File: src/rtl/elink_trig_pkg.sv
// Shared types and helpers for the multi-channel e-link trigger unroller.
package elink_trig_pkg;

    typedef enum logic [1:0] {
        HUNT   = 2'd0,
        VERIFY = 2'd1,
        LOCKED = 2'd2
    } trig_state_e;

    localparam logic [7:0] HEADER_DEFAULT = 8'hAF;

    // Whole output words carried by one frame's payload.
    function automatic int words_per_frame(input int din_w, input int out_w, input int frame_bytes);
        return ((frame_bytes - 1) * din_w) / out_w;
    endfunction

endpackage

File: src/rtl/elink_trig_unroller_ch.sv
// One e-link channel: header alignment FSM plus MSB-first payload unroller.
module elink_trig_unroller_ch
    import elink_trig_pkg::*;
#(
    parameter int               DIN_W        = 8,
    parameter int               OUT_W        = 10,
    parameter int               FRAME_BYTES  = 6,
    parameter logic [DIN_W-1:0] HEADER       = DIN_W'(HEADER_DEFAULT),
    parameter int               LOCK_COUNT   = 2,
    parameter int               UNLOCK_COUNT = 3
) (
    input  logic             clk,
    input  logic             rst,
    input  logic [DIN_W-1:0] data_in,
    output logic [OUT_W-1:0] data_out,
    output logic             data_valid,
    output logic             locked,
    output logic             hdr_err
);

    localparam int PW    = (FRAME_BYTES > 1) ? $clog2(FRAME_BYTES) : 1;
    localparam int GW    = $clog2(LOCK_COUNT + 1);
    localparam int MW    = $clog2(UNLOCK_COUNT + 1);
    localparam int CMB_W = OUT_W + DIN_W;
    localparam int CW    = $clog2(CMB_W + 1);
    localparam logic [PW-1:0] POS_LAST = PW'(FRAME_BYTES - 1);

    trig_state_e      state_q, state_d;
    logic [PW-1:0]    pos_q, pos_d;
    logic [GW-1:0]    good_q, good_d;
    logic [MW-1:0]    miss_q, miss_d;
    logic             unroll_q, unroll_d;
    logic [OUT_W-1:0] acc_q, acc_d;
    logic [CW-1:0]    cnt_q, cnt_d;
    logic [OUT_W-1:0] data_out_q, data_out_d;
    logic             data_valid_q, data_valid_d;
    logic             locked_q, locked_d;
    logic             hdr_err_q, hdr_err_d;

    logic             is_hdr;
    logic [PW-1:0]    pos_next;
    logic [GW-1:0]    good_inc;
    logic [MW-1:0]    miss_inc;
    logic [CMB_W-1:0] comb_bits;
    logic [CMB_W-1:0] rem_mask;
    logic [CW-1:0]    n_bits;
    logic [CW-1:0]    shift_amt;

    assign is_hdr    = (data_in == HEADER);
    assign pos_next  = (pos_q == POS_LAST) ? '0 : pos_q + PW'(1);
    assign good_inc  = good_q + GW'(1);
    assign miss_inc  = miss_q + MW'(1);
    // acc_q holds the pending bits right-aligned with zeros above them.
    assign comb_bits = {acc_q, data_in};
    assign n_bits    = cnt_q + CW'(DIN_W);
    assign shift_amt = n_bits - CW'(OUT_W);
    assign rem_mask  = ~({CMB_W{1'b1}} << shift_amt);

    always_comb begin
        state_d      = state_q;
        pos_d        = pos_q;
        good_d       = good_q;
        miss_d       = miss_q;
        unroll_d     = unroll_q;
        acc_d        = acc_q;
        cnt_d        = cnt_q;
        data_out_d   = data_out_q;
        data_valid_d = 1'b0;
        hdr_err_d    = 1'b0;

        case (state_q)
            HUNT: begin
                if (is_hdr) begin
                    state_d  = VERIFY;
                    pos_d    = PW'(1);
                    good_d   = '0;
                    unroll_d = 1'b0;
                    acc_d    = '0;
                    cnt_d    = '0;
                end
            end
            VERIFY: begin
                pos_d = pos_next;
                if (pos_q == '0) begin
                    if (is_hdr) begin
                        good_d = good_inc;
                        if (good_inc == GW'(LOCK_COUNT)) begin
                            state_d  = LOCKED;
                            miss_d   = '0;
                            unroll_d = 1'b1;
                        end
                    end else begin
                        state_d = HUNT;
                        pos_d   = '0;
                    end
                end
            end
            LOCKED: begin
                pos_d = pos_next;
                if (pos_q == '0) begin
                    acc_d = '0;
                    cnt_d = '0;
                    if (is_hdr) begin
                        miss_d   = '0;
                        unroll_d = 1'b1;
                    end else begin
                        hdr_err_d = 1'b1;
                        unroll_d  = 1'b0;
                        miss_d    = miss_inc;
                        if (miss_inc == MW'(UNLOCK_COUNT)) begin
                            state_d = HUNT;
                            pos_d   = '0;
                            miss_d  = '0;
                            good_d  = '0;
                        end
                    end
                end else if (unroll_q) begin
                    if (n_bits >= CW'(OUT_W)) begin
                        data_out_d   = OUT_W'(comb_bits >> shift_amt);
                        data_valid_d = 1'b1;
                        acc_d        = OUT_W'(comb_bits & rem_mask);
                        cnt_d        = shift_amt;
                    end else begin
                        acc_d = comb_bits[OUT_W-1:0];
                        cnt_d = n_bits;
                    end
                end
            end
            default: begin
                state_d = HUNT;
                pos_d   = '0;
            end
        endcase

        locked_d = (state_d == LOCKED);
    end

    always_ff @(posedge clk or posedge rst) begin
        if (rst) begin
            state_q      <= HUNT;
            pos_q        <= '0;
            good_q       <= '0;
            miss_q       <= '0;
            unroll_q     <= 1'b0;
            acc_q        <= '0;
            cnt_q        <= '0;
            data_out_q   <= '0;
            data_valid_q <= 1'b0;
            locked_q     <= 1'b0;
            hdr_err_q    <= 1'b0;
        end else begin
            state_q      <= state_d;
            pos_q        <= pos_d;
            good_q       <= good_d;
            miss_q       <= miss_d;
            unroll_q     <= unroll_d;
            acc_q        <= acc_d;
            cnt_q        <= cnt_d;
            data_out_q   <= data_out_d;
            data_valid_q <= data_valid_d;
            locked_q     <= locked_d;
            hdr_err_q    <= hdr_err_d;
        end
    end

    assign data_out   = data_out_q;
    assign data_valid = data_valid_q;
    assign locked     = locked_q;
    assign hdr_err    = hdr_err_q;

endmodule

File: src/rtl/elink_trig_unroller_multi.sv
// N_CH independent e-link trigger unrollers sharing one clock; top only slices the buses.
module elink_trig_unroller_multi
    import elink_trig_pkg::*;
#(
    parameter int               N_CH         = 4,
    parameter int               DIN_W        = 8,
    parameter int               OUT_W        = 10,
    parameter int               FRAME_BYTES  = 6,
    parameter logic [DIN_W-1:0] HEADER       = DIN_W'(HEADER_DEFAULT),
    parameter int               LOCK_COUNT   = 2,
    parameter int               UNLOCK_COUNT = 3
) (
    input  logic                    clk,
    input  logic                    rst,
    input  logic [N_CH*DIN_W-1:0]   data_in,
    output logic [N_CH*OUT_W-1:0]   data_out,
    output logic [N_CH-1:0]         data_valid,
    output logic [N_CH-1:0]         locked,
    output logic [N_CH-1:0]         hdr_err
);

    localparam int WPF = words_per_frame(DIN_W, OUT_W, FRAME_BYTES);

    // A frame must carry whole words, and a byte may complete at most one word.
    generate
        if ((WPF * OUT_W != (FRAME_BYTES - 1) * DIN_W) || (DIN_W > OUT_W) ||
            (FRAME_BYTES < 2) || (LOCK_COUNT < 1) || (UNLOCK_COUNT < 1)) begin : g_bad_params
            $error("elink_trig_unroller_multi: illegal DIN_W/OUT_W/FRAME_BYTES/LOCK_COUNT/UNLOCK_COUNT");
        end
    endgenerate

    genvar gi;
    generate
        for (gi = 0; gi < N_CH; gi++) begin : g_ch
            elink_trig_unroller_ch #(
                .DIN_W        (DIN_W),
                .OUT_W        (OUT_W),
                .FRAME_BYTES  (FRAME_BYTES),
                .HEADER       (HEADER),
                .LOCK_COUNT   (LOCK_COUNT),
                .UNLOCK_COUNT (UNLOCK_COUNT)
            ) u_ch (
                .clk        (clk),
                .rst        (rst),
                .data_in    (data_in[gi*DIN_W +: DIN_W]),
                .data_out   (data_out[gi*OUT_W +: OUT_W]),
                .data_valid (data_valid[gi]),
                .locked     (locked[gi]),
                .hdr_err    (hdr_err[gi])
            );
        end
    endgenerate

endmodule
File: config.mk
export PLATFORM = sky130hd
export DESIGN_NAME = elink_trig_unroller_multi
export DESIGN_NICKNAME = d
export VERILOG_FILES = /design/src/rtl/elink_trig_pkg.sv /design/src/rtl/elink_trig_unroller_ch.sv /design/src/rtl/elink_trig_unroller_multi.sv
export SDC_FILE = /design/constraint.sdc
export NUM_CORES = 1
export LEC_CHECK = 0
export ABC_AREA = 0
export CAP_MARGIN = 20
export CORE_UTILIZATION = 65
export CTS_BUF_LIST = sky130_fd_sc_hd__clkbuf_8
export DETAILED_ROUTE_END_ITERATION = 10
export MAX_ROUTING_LAYER = met4
export PLACE_DENSITY = 0.95
export SLEW_MARGIN = 30
export SYNTH_ARGS = -nofsm -noshare
export SYNTH_HDL_FRONTEND = slang
export SYNTH_SLANG_ARGS = --single-unit
File: constraint.sdc
create_clock -name clk -period 14.26 [get_ports clk]
set_clock_uncertainty 0.15 [all_clocks]
set_input_delay 2.852 -clock clk [delete_from_list [all_inputs] [get_ports clk]]
set_output_delay 2.852 -clock clk [all_outputs]
set_load 0.01 [all_outputs]
==> metrics.txt <==
Cell variety after synth=80; Post-Place Worst Slack=8810 ps; Num CTS Buffers=17; die outline width=approximately 120 um; DP Area=approximately 11,000 um^2; CP Capture Type=flip-flop; post_cts resized=0; Root Driver=clkbuf_8; clock buffer depth=2; Post-synth EDFFs=0; H-tree depth=4; top-area cell type share of the netlist area=between 30% and 40%; register area share after synthesis=a little under two fifths; CP Launch Type=input port; Total Power=slightly above 1 mW; # Post-CTS Setup Buffers=0; clock period minus final worst setup slack=between 5000 and 6000 ps; clock network latency to the later pin of the worst-skew pair=~460 ps; Area growth syn-to-layout=12.0%; initial antenna violation count=0; layout cells sized above 1=10.7%; first-pass GRT wire length=between 30,000 and 40,000 um; diodes inserted=0; Via density=~6.7; CP max stage cell=nor2_1; DRT Wirelength=~23,000 um; core footprint=around 15,000 um^2; power per cell area=about 95 nW/um^2; most numerous cell in the Yosys netlist=dfrtp_1; status=finished, final reports clean; vias in the first global route=between 7,000 and 8,000; port bufs=85; GR Util met3=6.01%; asr flop ratio synth=100%; CP Data Arrival Time=5220 ps; WHS=~330 ps; worst hold path class=reg -> reg; FMAX=~200 MHz; vias=between 8,000 and 9,000; Clock Pin Slew Worst Setup and Hold Paths=roughly 80 ps; Syn Std Cell Area=9750 um^2; RSZ-0062 raised after global routing=false; MaxCap Viol Count=0; die area=15,500 um^2; fin. max-slew vios=0; Req. time, crit path=between 10,000 and 15,000 ps; final-report hold violation count=0; met2 GRT Util=between 50% and 60%; Slew HR=between 30% and 40%; syn_nets=roughly 1,100; CP cell instances=clkdlybuf4s50_1 > nand4bb_4 > nor2_1 > nand3_1 > a2111oi_2 > mux2_2; final core occ=74.9%; setup TNS=0 ps; endpoints failing setup=0; Top Ports=86; GR peak layer=met2; ANT nets after route=0; GR Overflow Total=0; most instantiated cells after synthesis=148 x dfrtp_1, 118 x nand2_1, 101 x o21ai_0, 57 x nor2_1; Die Span Y=approximately 120 um; P_leak=~4.5 nW; maximum VDD drop=0.0747 mV; met1 usage=40.8%; Routability Congestion=between 0.9 and 1; worst-path maximum fanout=11; Wirelength per Cell=~18 um; critical path class=in -> reg; gate count after technology mapping=about 1,000; top post-synthesis cells by area=dfrtp_1 38%, mux4_2 7.9%, ha_1 5.6%, o21ai_0 5.2%, nand2_1 4.5%; Initial Util=between 60% and 70%; Placed Instances=between 1,000 and 1,500; number of iterations in the first detailed-routing pass=6; row cnt=44; post-route cell area=10,900 um^2; synth warn=0; DP Wirelength=~16,000 um; Avg Cell Area, Syn=9.64 um^2; Main synth FF type=dfrtp_1; Slew @ Worst Pin=between 900 and 1000 ps; CTS tree=done; Hold Buf Count CTS=0; DRT iter0 DRCs=roughly 1,100; max incr delay on CP=~580 ps; DRC Markers=0; Final #Nets=1,134; pin count of the biggest net entering global routing=85; Non-Filler Instances=1,253; Layout fillers=between 1,000 and 1,500; Synth area leader=dfrtp_1; Total GRT Usage=between 30% and 40%; Num Clock Sinks=roughly 150; number of synthesized register bits=approximately 150; Tcrit/Tclk final=a little over a third; Final WS setup=9230 ps
-- worst max-delay path: cells and delay by family --
kind / cells / cell delay (ps)
and+or+nand+nor: 3 / 1080
buffers and inverters: 1 / 500
AOI/OAI and AO/OA: 1 / 420
muxes: 1 / 370
-- path summary, 6_finish.rpt --
kind                       slack (ps)                       end                     start  cells past startpoint
max reg2reg                     10300  g_ch[2].u_ch.data_out[3]     g_ch[2].u_ch.cnt_q[1]                      6
min                               330  g_ch[3].u_ch.data_out[5]  g_ch[3].u_ch.data_out[5]                      2
max in group asynchronous        9820     g_ch[3].u_ch.cnt_q[1]                       rst                      3
max                              9230     g_ch[0].u_ch.unroll_q                data_in[6]                      6
min reg2reg                       330  g_ch[3].u_ch.data_out[5]  g_ch[3].u_ch.data_out[5]                      2
min in group asynchronous        2750     g_ch[1].u_ch.acc_q[1]                       rst                      2
-- kinds of logic (layout without fill, tap and decap cells) --
group / after synthesis / in the layout / synth area share [%]
AOI/OAI and AO/OA: 282 / 282 / 19.1
xor gates and xnor gates: 15 / 15 / 1.42
adders and majority gates: 44 / 44 / 5.65
buffers and inverters: 112 / 170 / 5.16
DFF: 148 / 148 / 38.0
muxes: 92 / 92 / 14.2
and+or+nand+nor: 318 / 318 / 16.6
-- layout make-up --
cell class | instances | area (um^2) | area share, %
inverters | 48 | 185 | 1.70
well taps | 184 | 230 | 2.11
clock buffers | 22 | 303 | 2.77
flip-flops and latches | 148 | 3700 | 33.9
clock inverters | 10 | 57.6 | 0.527
repair buffers | 90 | 888 | 8.13
multi-input cells | 751 | 5550 | 50.8
-- cells in the final DEF (no fill, tap or decap), types with 17 or more instances in the layout --
cell             count
mux2i_1             41
nor2_1              57
a21oi_1             45
clkdlybuf4s50_1     85
dfrtp_1            147
mux4_2              34
nor2b_1             22
nand3_1             28
inv_1               46
o31ai_1             17
clkbuf_8            22
o21ai_0            101
nor3_1              17
ha_1                44
nand2_1            118
-- routing by layer --
metal	vias to the layer above	share of wire, %
met5	-	0
met4	0	2.1
met3	56	6.9
met2	372	49
met1	4113	42
li1	3808	-
-- power breakdown --
part / switching (mW) / internal, mW / total [mW]
sequential: 0.0255 / 0.435 / 0.460
combinational: 0.166 / 0.112 / 0.278
clock: 0.160 / 0.141 / 0.300
total: 0.351 / 0.687 / 1.04
-- sequential cells by signal (all words and copies together), names as in the netlist --
signal and flops:
g_ch.u_ch.acc_q 40, g_ch.u_ch.cnt_q 16, g_ch.u_ch.data_out 40, g_ch.u_ch.data_valid 4, g_ch.u_ch.good_q 8, g_ch.u_ch.hdr_err 4
g_ch.u_ch.locked 4, g_ch.u_ch.miss_q 8, g_ch.u_ch.pos_q 12, g_ch.u_ch.state_q 8, g_ch.u_ch.unroll_q 4
Note: power is estimated with default switching activity, not from simulation.
